## config.mk

```make
export PLATFORM = sky130hd
export DESIGN_NAME = keypad_scan_reader_flat
export DESIGN_NICKNAME = d
export VERILOG_FILES = /design/src/rtl/keypad_scan_reader_if.sv /design/src/rtl/keypad_scan_reader.sv /design/src/flat_wrapper.sv
export SDC_FILE = /design/constraint.sdc
export NUM_CORES = 1
export LEC_CHECK = 0
export BUFFER_PORTS_ARGS = -buffer_cell sky130_fd_sc_hd__clkbuf_2
export CORE_AREA = 5 5 98 100
export CTS_BUF_LIST = sky130_fd_sc_hd__clkbuf_8
export CTS_CLUSTER_SIZE = 16
export DETAILED_ROUTE_END_ITERATION = 8
export DIE_AREA = 0 0 103 105
export PLACE_DENSITY = 0.64
export SYNTH_ARGS = -nofsm -noshare
export SYNTH_HDL_FRONTEND = slang
export SYNTH_SLANG_ARGS = --single-unit
```

## constraint.sdc

```tcl
create_clock -name clock -period 3.1 [get_ports clock]
set_input_delay 0 -clock clock [delete_from_list [all_inputs] [get_ports clock]]
set_output_delay 0 -clock clock [all_outputs]
set_load 0.02 [all_outputs]
```

## src/rtl/keypad_scan_reader_if.sv

```systemverilog
// Keypad-side and consumer-side signals of the matrix keypad scan reader.
interface keypad_scan_reader_if;
    logic [3:0] row_sense;
    logic [3:0] col_drive;
    logic [1:0] scan_col;
    logic [3:0] key_code;
    logic       key_valid;
    logic       key_held;

    modport master (
        input  row_sense,
        output col_drive,
        output scan_col,
        output key_code,
        output key_valid,
        output key_held
    );

    modport slave (
        output row_sense,
        input  col_drive,
        input  scan_col,
        input  key_code,
        input  key_valid,
        input  key_held
    );
endinterface

```

## src/rtl/keypad_scan_reader.sv

```systemverilog
// 4x4 matrix keypad scanner: drives one column at a time, samples the rows into a
// 16-bit frame, and debounces the lowest pressed key over whole frames.
module keypad_scan_reader #(
    parameter int unsigned SCAN_DIV       = 100000,
    parameter int unsigned DEBOUNCE_SCANS = 4
) (
    input  logic                  clock,
    input  logic                  resetn,
    keypad_scan_reader_if.master  kp
);
    localparam int unsigned DIV_W = (SCAN_DIV > 1) ? $clog2(SCAN_DIV) : 1;
    localparam int unsigned CNT_W = 4;
    localparam logic [DIV_W-1:0] DIV_LAST = DIV_W'(SCAN_DIV - 1);
    localparam logic [CNT_W-1:0] CNT_MAX  = CNT_W'(DEBOUNCE_SCANS);
    localparam logic [CNT_W-1:0] CNT_LAST = CNT_W'(DEBOUNCE_SCANS - 1);

    typedef enum logic [1:0] {IDLE, DEBOUNCE, PRESSED, RELEASE} state_e;

    logic [DIV_W-1:0] div_q;
    logic [1:0]       scan_col_q;
    logic [3:0]       col_drive_q;
    logic [3:0]       sync1_q;
    logic [3:0]       sync2_q;
    logic [15:0]      frame_q;
    logic [15:0]      frame_d;
    state_e           state_q;
    logic [CNT_W-1:0] cnt_q;
    logic [3:0]       latched_q;
    logic [3:0]       key_code_q;
    logic             key_valid_q;
    logic             key_held_q;

    logic             tick_c;
    logic             frame_done_c;
    logic [3:0]       cand_c;
    logic             cand_none_c;
    logic             latched_set_c;

    assign tick_c        = (div_q == DIV_LAST);
    assign frame_done_c  = tick_c && (scan_col_q == 2'd3);
    assign latched_set_c = frame_d[latched_q];

    // Frame including the column being left on this tick (rows inverted: 1 = pressed)
    always_comb begin
        frame_d = frame_q;
        for (int r = 0; r < 4; r++) begin
            frame_d[{2'(r), scan_col_q}] = ~sync2_q[r];
        end
    end

    // Lowest pressed key index wins
    always_comb begin
        cand_c      = 4'd0;
        cand_none_c = 1'b1;
        for (int i = 15; i >= 0; i--) begin
            if (frame_d[i]) begin
                cand_c      = 4'(i);
                cand_none_c = 1'b0;
            end
        end
    end

    always_ff @(posedge clock) begin
        if (!resetn) begin
            div_q       <= '0;
            scan_col_q  <= 2'd0;
            col_drive_q <= 4'b1110;
            sync1_q     <= 4'b1111;
            sync2_q     <= 4'b1111;
            frame_q     <= '0;
            state_q     <= IDLE;
            cnt_q       <= '0;
            latched_q   <= 4'd0;
            key_code_q  <= 4'd0;
            key_valid_q <= 1'b0;
            key_held_q  <= 1'b0;
        end else begin
            sync1_q     <= kp.row_sense;
            sync2_q     <= sync1_q;
            key_valid_q <= 1'b0;

            if (tick_c) begin
                div_q       <= '0;
                scan_col_q  <= scan_col_q + 2'd1;
                col_drive_q <= ~(4'b0001 << (scan_col_q + 2'd1));
                frame_q     <= frame_d;
            end else begin
                div_q <= div_q + DIV_W'(1);
            end

            if (frame_done_c) begin
                case (state_q)
                    IDLE: begin
                        if (!cand_none_c) begin
                            latched_q <= cand_c;
                            cnt_q     <= CNT_W'(1);
                            state_q   <= DEBOUNCE;
                        end
                    end
                    DEBOUNCE: begin
                        if (!cand_none_c && (cand_c == latched_q)) begin
                            if (cnt_q >= CNT_LAST) begin
                                cnt_q       <= CNT_MAX;
                                state_q     <= PRESSED;
                                key_code_q  <= latched_q;
                                key_valid_q <= 1'b1;
                                key_held_q  <= 1'b1;
                            end else begin
                                cnt_q <= cnt_q + CNT_W'(1);
                            end
                        end else begin
                            cnt_q   <= '0;
                            state_q <= IDLE;
                        end
                    end
                    PRESSED: begin
                        if (!latched_set_c) begin
                            cnt_q   <= CNT_W'(1);
                            state_q <= RELEASE;
                        end
                    end
                    RELEASE: begin
                        if (latched_set_c) begin
                            cnt_q   <= '0;
                            state_q <= PRESSED;
                        end else if (cnt_q >= CNT_LAST) begin
                            cnt_q      <= '0;
                            state_q    <= IDLE;
                            key_held_q <= 1'b0;
                        end else begin
                            cnt_q <= cnt_q + CNT_W'(1);
                        end
                    end
                    default: begin
                        cnt_q   <= '0;
                        state_q <= IDLE;
                    end
                endcase
            end
        end
    end

    assign kp.col_drive = col_drive_q;
    assign kp.scan_col  = scan_col_q;
    assign kp.key_code  = key_code_q;
    assign kp.key_valid = key_valid_q;
    assign kp.key_held  = key_held_q;
endmodule

```

## src/flat_wrapper.sv

```systemverilog
// flat-port wrapper written by rule: the top's interface ports become plain ports
module keypad_scan_reader_flat 
#(
    parameter int unsigned SCAN_DIV       = 100000,
    parameter int unsigned DEBOUNCE_SCANS = 4
)
  (clock, resetn, kp_row_sense, kp_col_drive, kp_scan_col, kp_key_code, kp_key_valid, kp_key_held);
  keypad_scan_reader_if kp_i ();
  input  logic clock;
  input  logic resetn;
  input wire logic [$bits(kp_i.row_sense)-1:0] kp_row_sense;
  output wire logic [$bits(kp_i.col_drive)-1:0] kp_col_drive;
  output wire logic [$bits(kp_i.scan_col)-1:0] kp_scan_col;
  output wire logic [$bits(kp_i.key_code)-1:0] kp_key_code;
  output wire logic [$bits(kp_i.key_valid)-1:0] kp_key_valid;
  output wire logic [$bits(kp_i.key_held)-1:0] kp_key_held;
  assign kp_i.row_sense = kp_row_sense;
  assign kp_col_drive = kp_i.col_drive;
  assign kp_scan_col = kp_i.scan_col;
  assign kp_key_code = kp_i.key_code;
  assign kp_key_valid = kp_i.key_valid;
  assign kp_key_held = kp_i.key_held;
  keypad_scan_reader #(.SCAN_DIV(SCAN_DIV), .DEBOUNCE_SCANS(DEBOUNCE_SCANS)) u_core (.clock(clock), .resetn(resetn), .kp(kp_i));
endmodule
```

### Word level (Yosys, flattened, before mapping)

Index checks and enable logic that the tools add are counted.

* word-level logic and storage cells: 129
* bits of input ports: 6
* bits in registers: 63

* add/sub/neg operators: 3
* $lt $le $gt $ge: 10
* reduce and logical (&&, ||, !) cells: 16
* bitwise operators: 7
* muxes and demuxes: 66
* shift operators: 1
* eq/ne operators: 14

Operators by type and width (number)
* 4-bit 2-to-1 mux: 22
* 16-bit bitwise mux: 4
* 1-bit 2-to-1 mux: 26
* 17-bit by 1-bit adder with 17-bit output, second input constant: 1
* 17-bit equality test, second input constant: 1
* 4-bit case mux with 4 select lines: 1
* 4-bit by 5-bit < comparator with 1-bit output, second input constant: 3
* 2-bit 2-to-1 mux: 6
* 1-bit demux with 2-bit select: 4
* 4-bit by 1-bit >= comparator with 1-bit output, second input constant: 2
* 2-bit case mux with 4 select lines: 1
* 4-bit AND reduction: 2
* 2-bit equality test, second input constant: 3
* 1-bit logical AND: 6
* 2-bit by 1-bit inequality test with 1-bit output, second input constant: 3
* 2-bit inequality test, second input constant: 3
* 1-bit inverter: 6
* 3-bit AND reduction: 2
* 6-bit AND reduction: 1
* 2-bit by 5-bit < comparator with 1-bit output, second input constant: 1
* 3-bit by 5-bit < comparator with 1-bit output, second input constant: 1
* 5-bit AND reduction: 1
* 4-bit by 1-bit adder with 4-bit output, second input constant: 1
* 1-bit binary-select mux with 4-bit select: 1
* other kinds (15): 15

### Longest topological paths before layout

* depth after elaboration: 28
* mapped depth: 13
* depth with buffers taken out: 10

### Least setup slack after synthesis

OpenSTA, ideal clock, no wires.

* kind: register to register
* from: register u_core.scan_col_q[0], in the netlist u_core.kp.scan_col[0]
* to: register u_core.key_held_q, in the netlist u_core.kp.key_held
* period minus slack after synthesis: 2822 ps
* cell stages (with the launch flop): 12
* buffers on the path: 1
* slack: 278 ps
* library setup time: 60 ps
* data arrival time: 2762 ps
* path through: dfxtp_1 inv_1 ha_1 buf_4 nor2_4 o221ai_2 or4b_4 nand2b_4 a211oi_2 nand4_1 nor3_2 o2111a_1

* cells in the longest elaborated chain, start to end: 25

Ends and longest elaborated chain
* start: declaration: RTL line keypad_scan_reader.sv:20 `logic [1:0] scan_col_q;`
* start signal: assignment: RTL line keypad_scan_reader.sv:84 `scan_col_q <= scan_col_q + 2'd1;`
* 4-bit by 5-bit < comparator with 1-bit output (implied by the code) or 4-bit by 1-bit >= comparator with 1-bit output (tied branches): RTL line keypad_scan_reader.sv:47 `frame_d[{2'(r), scan_col_q}] = ~sync2_q[r];`
* 1-bit logical AND (implied by the code): RTL line keypad_scan_reader.sv:47
* 1-bit 2-to-1 mux (implied by the code): RTL line keypad_scan_reader.sv:47
* 1-bit demux with 2-bit select
* 16-bit bitwise mux: RTL line keypad_scan_reader.sv:47
* 4-bit 2-to-1 mux or 1-bit 2-to-1 mux (tied branches) (16 in a row): RTL line keypad_scan_reader.sv:56 `if (frame_d[i]) begin`
* 4-bit equality test or 1-bit logical NOT (tied branches)
* 1-bit logical AND: RTL line keypad_scan_reader.sv:101 `if (!cand_none_c && (cand_c == latched_q)) begin`
* 2-bit by 1-bit inequality test with 1-bit output (no source line)
* 6-bit AND reduction (no source line) *
* end signal: assignment: RTL line keypad_scan_reader.sv:76 `key_held_q <= 1'b0;`
* end signal: assignment: RTL line keypad_scan_reader.sv:107 `key_held_q <= 1'b1;`
* end signal: assignment: RTL line keypad_scan_reader.sv:129 `key_held_q <= 1'b0;`
* end: declaration: RTL line keypad_scan_reader.sv:31 `logic key_held_q;`

Mark *: on every way between the ends. The rest lies on a longest branch, timed or not. The select of a mux whose other input is x is not followed.
A chain may end at the register's enable or synchronous reset.

### Worst setup path after layout

* from: register u_core.scan_col_q[1], in the netlist u_core.kp.scan_col[1]
* to: register u_core.cnt_q[0]

* cells in the longest elaborated chain, start to end: 25

Ends and longest elaborated chain
* 4-bit by 5-bit < comparator with 1-bit output (implied by the code) or 4-bit by 1-bit >= comparator with 1-bit output (tied branches): RTL line keypad_scan_reader.sv:47
* 1-bit logical AND (implied by the code): RTL line keypad_scan_reader.sv:47
* 1-bit 2-to-1 mux (implied by the code): RTL line keypad_scan_reader.sv:47
* 1-bit demux with 2-bit select
* 16-bit bitwise mux: RTL line keypad_scan_reader.sv:47
* 4-bit 2-to-1 mux or 1-bit 2-to-1 mux (tied branches) (16 in a row): RTL line keypad_scan_reader.sv:56
* 4-bit equality test or 1-bit logical NOT (tied branches)
* 1-bit logical AND: RTL line keypad_scan_reader.sv:101
* 4-bit 2-to-1 mux: RTL line keypad_scan_reader.sv:101
* 4-bit case mux with 4 select lines: RTL line keypad_scan_reader.sv:92 `case (state_q)`
* end signal: assignment: RTL line keypad_scan_reader.sv:109 `cnt_q <= cnt_q + CNT_W'(1);`
* end signal: assignment: RTL line keypad_scan_reader.sv:131 `cnt_q <= cnt_q + CNT_W'(1);`
* end: declaration: RTL line keypad_scan_reader.sv:27 `logic [CNT_W-1:0] cnt_q;`

Parallel ways exist; a longest one is shown, timed or not. The select of a mux whose other input is x is not followed.

==> reports/summary.log <==
INFO  power          post-layout-total-power=1580uW
INFO  floorplanning  die_outline_area=10800um^2
INFO  route          post-route-drc-count=0
INFO  final_layout   layout.nets=433
INFO  clock_tree     cts_inserted_buffers=9
INFO  clock_tree     insertion_delay_to_the_later_sink_of_the_worst_skew_pair=0.33ns
INFO  timing         finalSetupViolations=0
INFO  clock_tree     cts_tree=done
INFO  synthesis      synthesis.nets=417
INFO  placement      hpwl=5.49mm
INFO  worst_setup_path critical_path_end_type=register
INFO  global_routing grt_antenna_before_repair=0
INFO  clock_tree     cts_root_buffer=sky130_fd_sc_hd__clkbuf_8
INFO  power          power.static_leakage=0.00132uW
INFO  synthesis      post_synth_design_cell_area=3360um^2
INFO  global_routing grt_pass1_vias=2650
INFO  floorplanning  core.rowCount=34
INFO  floorplanning  floorplan.die.height=105um
INFO  timing         finalHoldViolations=0
INFO  clock_tree     cts_post_setup_buffers_inserted=0
INFO  route          avgRoutedWirePerCell=14.4um
INFO  route          drtAntennaViolNets=0
INFO  route          routed_wl=7.64mm
INFO  floorplanning  core-area=8590um^2
INFO  power          powerDensity=417nW/um^2
INFO  global_routing grt_pass1_wl=12.9mm
INFO  global_routing grt_usage=0.150
INFO  timing         timing.final.max_slew_violations=0
INFO  timing         period_needed=2.89ns
INFO  synthesis      ys_seq_elements=63
INFO  clock_tree     clock_sink_count=63
INFO  worst_setup_path worstPathCellList=inv_1 > ha_2 > nand2b_1 > o211ai_1 > or4b_4 > nand2b_4 > a211oi_2 > and4_1 > a21oi_2 > o31ai_1
INFO  timing         final.period_utilization=0.934
INFO  route          detailedRoute.firstPassIterationCount=4
INFO  clock_tree     clock_path_buffers=2
INFO  timing         worst-slew-pin-transition=0.504ns
INFO  timing         relative_slew_slack=0.663
INFO  status         status=finished, final reports clean
INFO  floorplanning  floorplan.initialDensity=0.391
INFO  synthesis      part_of_the_yosys_area_used_for_sequential_elements=0.375
INFO  placement      io_buffers=17
INFO  worst_setup_path cpPeakStageDelay=0.57ns
INFO  synthesis      synth_flop_cell=sky130_fd_sc_hd__dfxtp_1
INFO  synthesis      syn-instance-count=404
INFO  worst_setup_path cp_num_buf_inv=1
INFO  worst_setup_path critPathRequiredTime=3.34ns
INFO  route          detail_route.vias_per_cell=5.39
INFO  floorplanning  num_io_pins=18
INFO  synthesis      yosys_warnings=0
INFO  worst_setup_path timing.critical_path.from_type=register
INFO  power          worst_ir_drop_vdd=0.263mV
INFO  worst_setup_path critical_path_class=reg -> reg
INFO  synthesis      yosys_cell_types=59
INFO  worst_setup_path worst-path-max-fanout=16
INFO  timing         timing.fmax=346MHz
INFO  placement      rd_place_congestion=0.914
INFO  synthesis      async_flop_share=0
INFO  timing         final.setup_skew=0.0110ns
INFO  final_layout   num_antenna_cells=0
INFO  global_routing grt_start_max_net_pins=24
INFO  worst_setup_path worst_setup_path_startpoint=u_core.kp.scan_col[1]
INFO  floorplanning  die_x=103um
INFO  final_layout   layout.filler_cells=885
INFO  worst_setup_path crit_slowest_cell=sky130_fd_sc_hd__or4b_4
INFO  worst_setup_path regToRegStartpoint=u_core.kp.scan_col[1]
INFO  hold_path      hold_class=in -> reg
INFO  clock_tree     htree_levels=3
INFO  synthesis      syn_avg_cell_area=8.32um^2
INFO  synthesis      synth-edff-count=0
INFO  job            maxCapViolCount=0
INFO  global_routing globalRouteOverflowTotal=0
INFO  clock_tree     clkTransAtPathRegs=0.07ns
INFO  timing         fin_hold_ws=0.151ns
INFO  final_layout   drive_gt1_frac=0.158
INFO  final_layout   areaGrowthSynthToFinish=12.8%
INFO  worst_setup_path path_delay_family=simple AND/OR/NAND/NOR gates
INFO  worst_setup_path cp.arrival=3.14ns
INFO  hold_path      hold_path_startpoint=resetn
INFO  route          detail_route.iter0.violations=178
INFO  route          vias_after_detailed_routing=2863
[synth_stat cells, drive strengths merged (3+ instances only)]
cell type | number | area (um^2)
nand2 | 20 | 75.1
or4 | 3 | 26.3
o211ai | 7 | 52.6
a21o | 6 | 45.0
a21oi | 21 | 109
and2 | 8 | 50.1
nand2b | 25 | 164
nor2 | 64 | 258
xnor2 | 5 | 43.8
o21ai | 18 | 90.1
buf | 10 | 55.1
mux4 | 3 | 67.6
and3 | 5 | 31.3
or3 | 9 | 56.3
nand3 | 20 | 105
mux2i | 4 | 40.0
inv | 15 | 56.3
xor2 | 8 | 70.1
o221ai | 5 | 50.0
clkbuf | 15 | 56.3
nor3 | 6 | 35.0
dfxtp | 63 | 1260
nand4 | 6 | 37.5
a31oi | 3 | 18.8
a211oi | 17 | 138
o211a | 3 | 30.0
ha | 7 | 87.6
[layout by cell type, fill, tap and decap left out, types with 5 or more instances in the layout]
master                     count
sky130_fd_sc_hd__and3_1        5
sky130_fd_sc_hd__buf_4         9
sky130_fd_sc_hd__inv_1        14
sky130_fd_sc_hd__o211ai_1      7
sky130_fd_sc_hd__clkbuf_8     10
sky130_fd_sc_hd__nor2_1       61
sky130_fd_sc_hd__nand2b_1     24
sky130_fd_sc_hd__nand4_1       6
sky130_fd_sc_hd__a21oi_1      20
sky130_fd_sc_hd__nand2_1      20
sky130_fd_sc_hd__xor2_1        8
sky130_fd_sc_hd__xnor2_1       5
sky130_fd_sc_hd__a211oi_1     15
sky130_fd_sc_hd__a21o_1        6
sky130_fd_sc_hd__o21ai_0      17
sky130_fd_sc_hd__nor3_1        5
sky130_fd_sc_hd__or3_1         9
sky130_fd_sc_hd__dfxtp_1      61
sky130_fd_sc_hd__clkbuf_2     17
sky130_fd_sc_hd__and2_1        8
sky130_fd_sc_hd__nand3_1      19
[worst paths after layout]
path	to	slack, ns	cells after the start
max	u_core.cnt_q[0]	0.21	10
min	u_core.sync2_q[0]	0.15	2
min reg2reg	u_core.sync2_q[0]	0.41	1
max reg2reg	u_core.cnt_q[0]	0.21	10
[area by class of cell]
type	count	area, um^2	area share
Clock inverter	4	47.5	0.0125
Multi-Input combinational cell	301	1960	0.517
Clock buffer	10	138	0.0363
Inverter	15	56.3	0.0148
Sequential cell	63	1260	0.333
Tap cell	108	135	0.0356
Timing Repair Buffer	30	193	0.0508
[registers in the layout, indices dropped and copies added (netlist names), 4 cells and up]
| name | cells |
|---|---|
| u_core.sync2_q | 4 |
| u_core.frame_q | 16 |
| u_core.div_q | 17 |
| u_core.sync1_q | 4 |
| u_core.cnt_q | 4 |
| u_core.kp.key_code | 4 |
| u_core.kp.col_drive | 4 |
| u_core.latched_q | 4 |
[repair_timing]
item	CTS	global route
setup endpoints to repair	0	12
hold buffers	4	0
hold endpoints to repair	4	0
gates resized for setup	0	8
[kinds of logic (layout without fill, tap and decap cells)]
group | count (synthesis) | in the layout | synth area share
multiplexers | 8 | 8 | 0.0353
flip-flops | 63 | 63 | 0.375
XOR/XNOR | 13 | 13 | 0.0339
AND/OR/NAND/NOR | 175 | 175 | 0.272
adder cells (fa/ha/maj) | 7 | 7 | 0.0260
AO/OA/AOI/OAI | 98 | 98 | 0.208
buffers and inverters | 40 | 59 | 0.0498
[metal layers]
layer | track usage | vias to the layer above | routed length [um]
li1 | - | 1469 | -
met3 | 0.0406 | 9 | 320
met4 | 0.0463 | 0 | 136
met2 | 0.231 | 67 | 3560
met5 | 0 | - | 0
met1 | 0.202 | 1318 | 3620
[through the flow]
| stage | worst slack [ns] | setup TNS (ns) | cell area [um^2] | utilization | instances |
|---|---|---|---|---|---|
| 2_1_floorplan | 0.278 | 0 | 3360 | - | 404 |
| 3_3_place_gp | 0.103 | 0 | 3540 | 0.412 | 513 |
| 3_5_place_dp | 0.00640 | 0 | 3540 | 0.412 | 513 |
| 4_1_cts | 0.00394 | 0 | 3760 | 0.438 | 531 |
| 5_1_grt | -0.00980 | -0.0153 | 3790 | 0.441 | 531 |
| 6_report | 0.206 | 0 | 3790 | 0.441 | 531 |
[power breakdown]
group	total [uW]	leakage, uW	internal [uW]	switching [uW]
sequential	827	0.000511	817	10.1
combinational	64.2	0.000716	28.1	36.1
clock	689	0.0000940	381	308
Power figures use the tool's default switching activity.
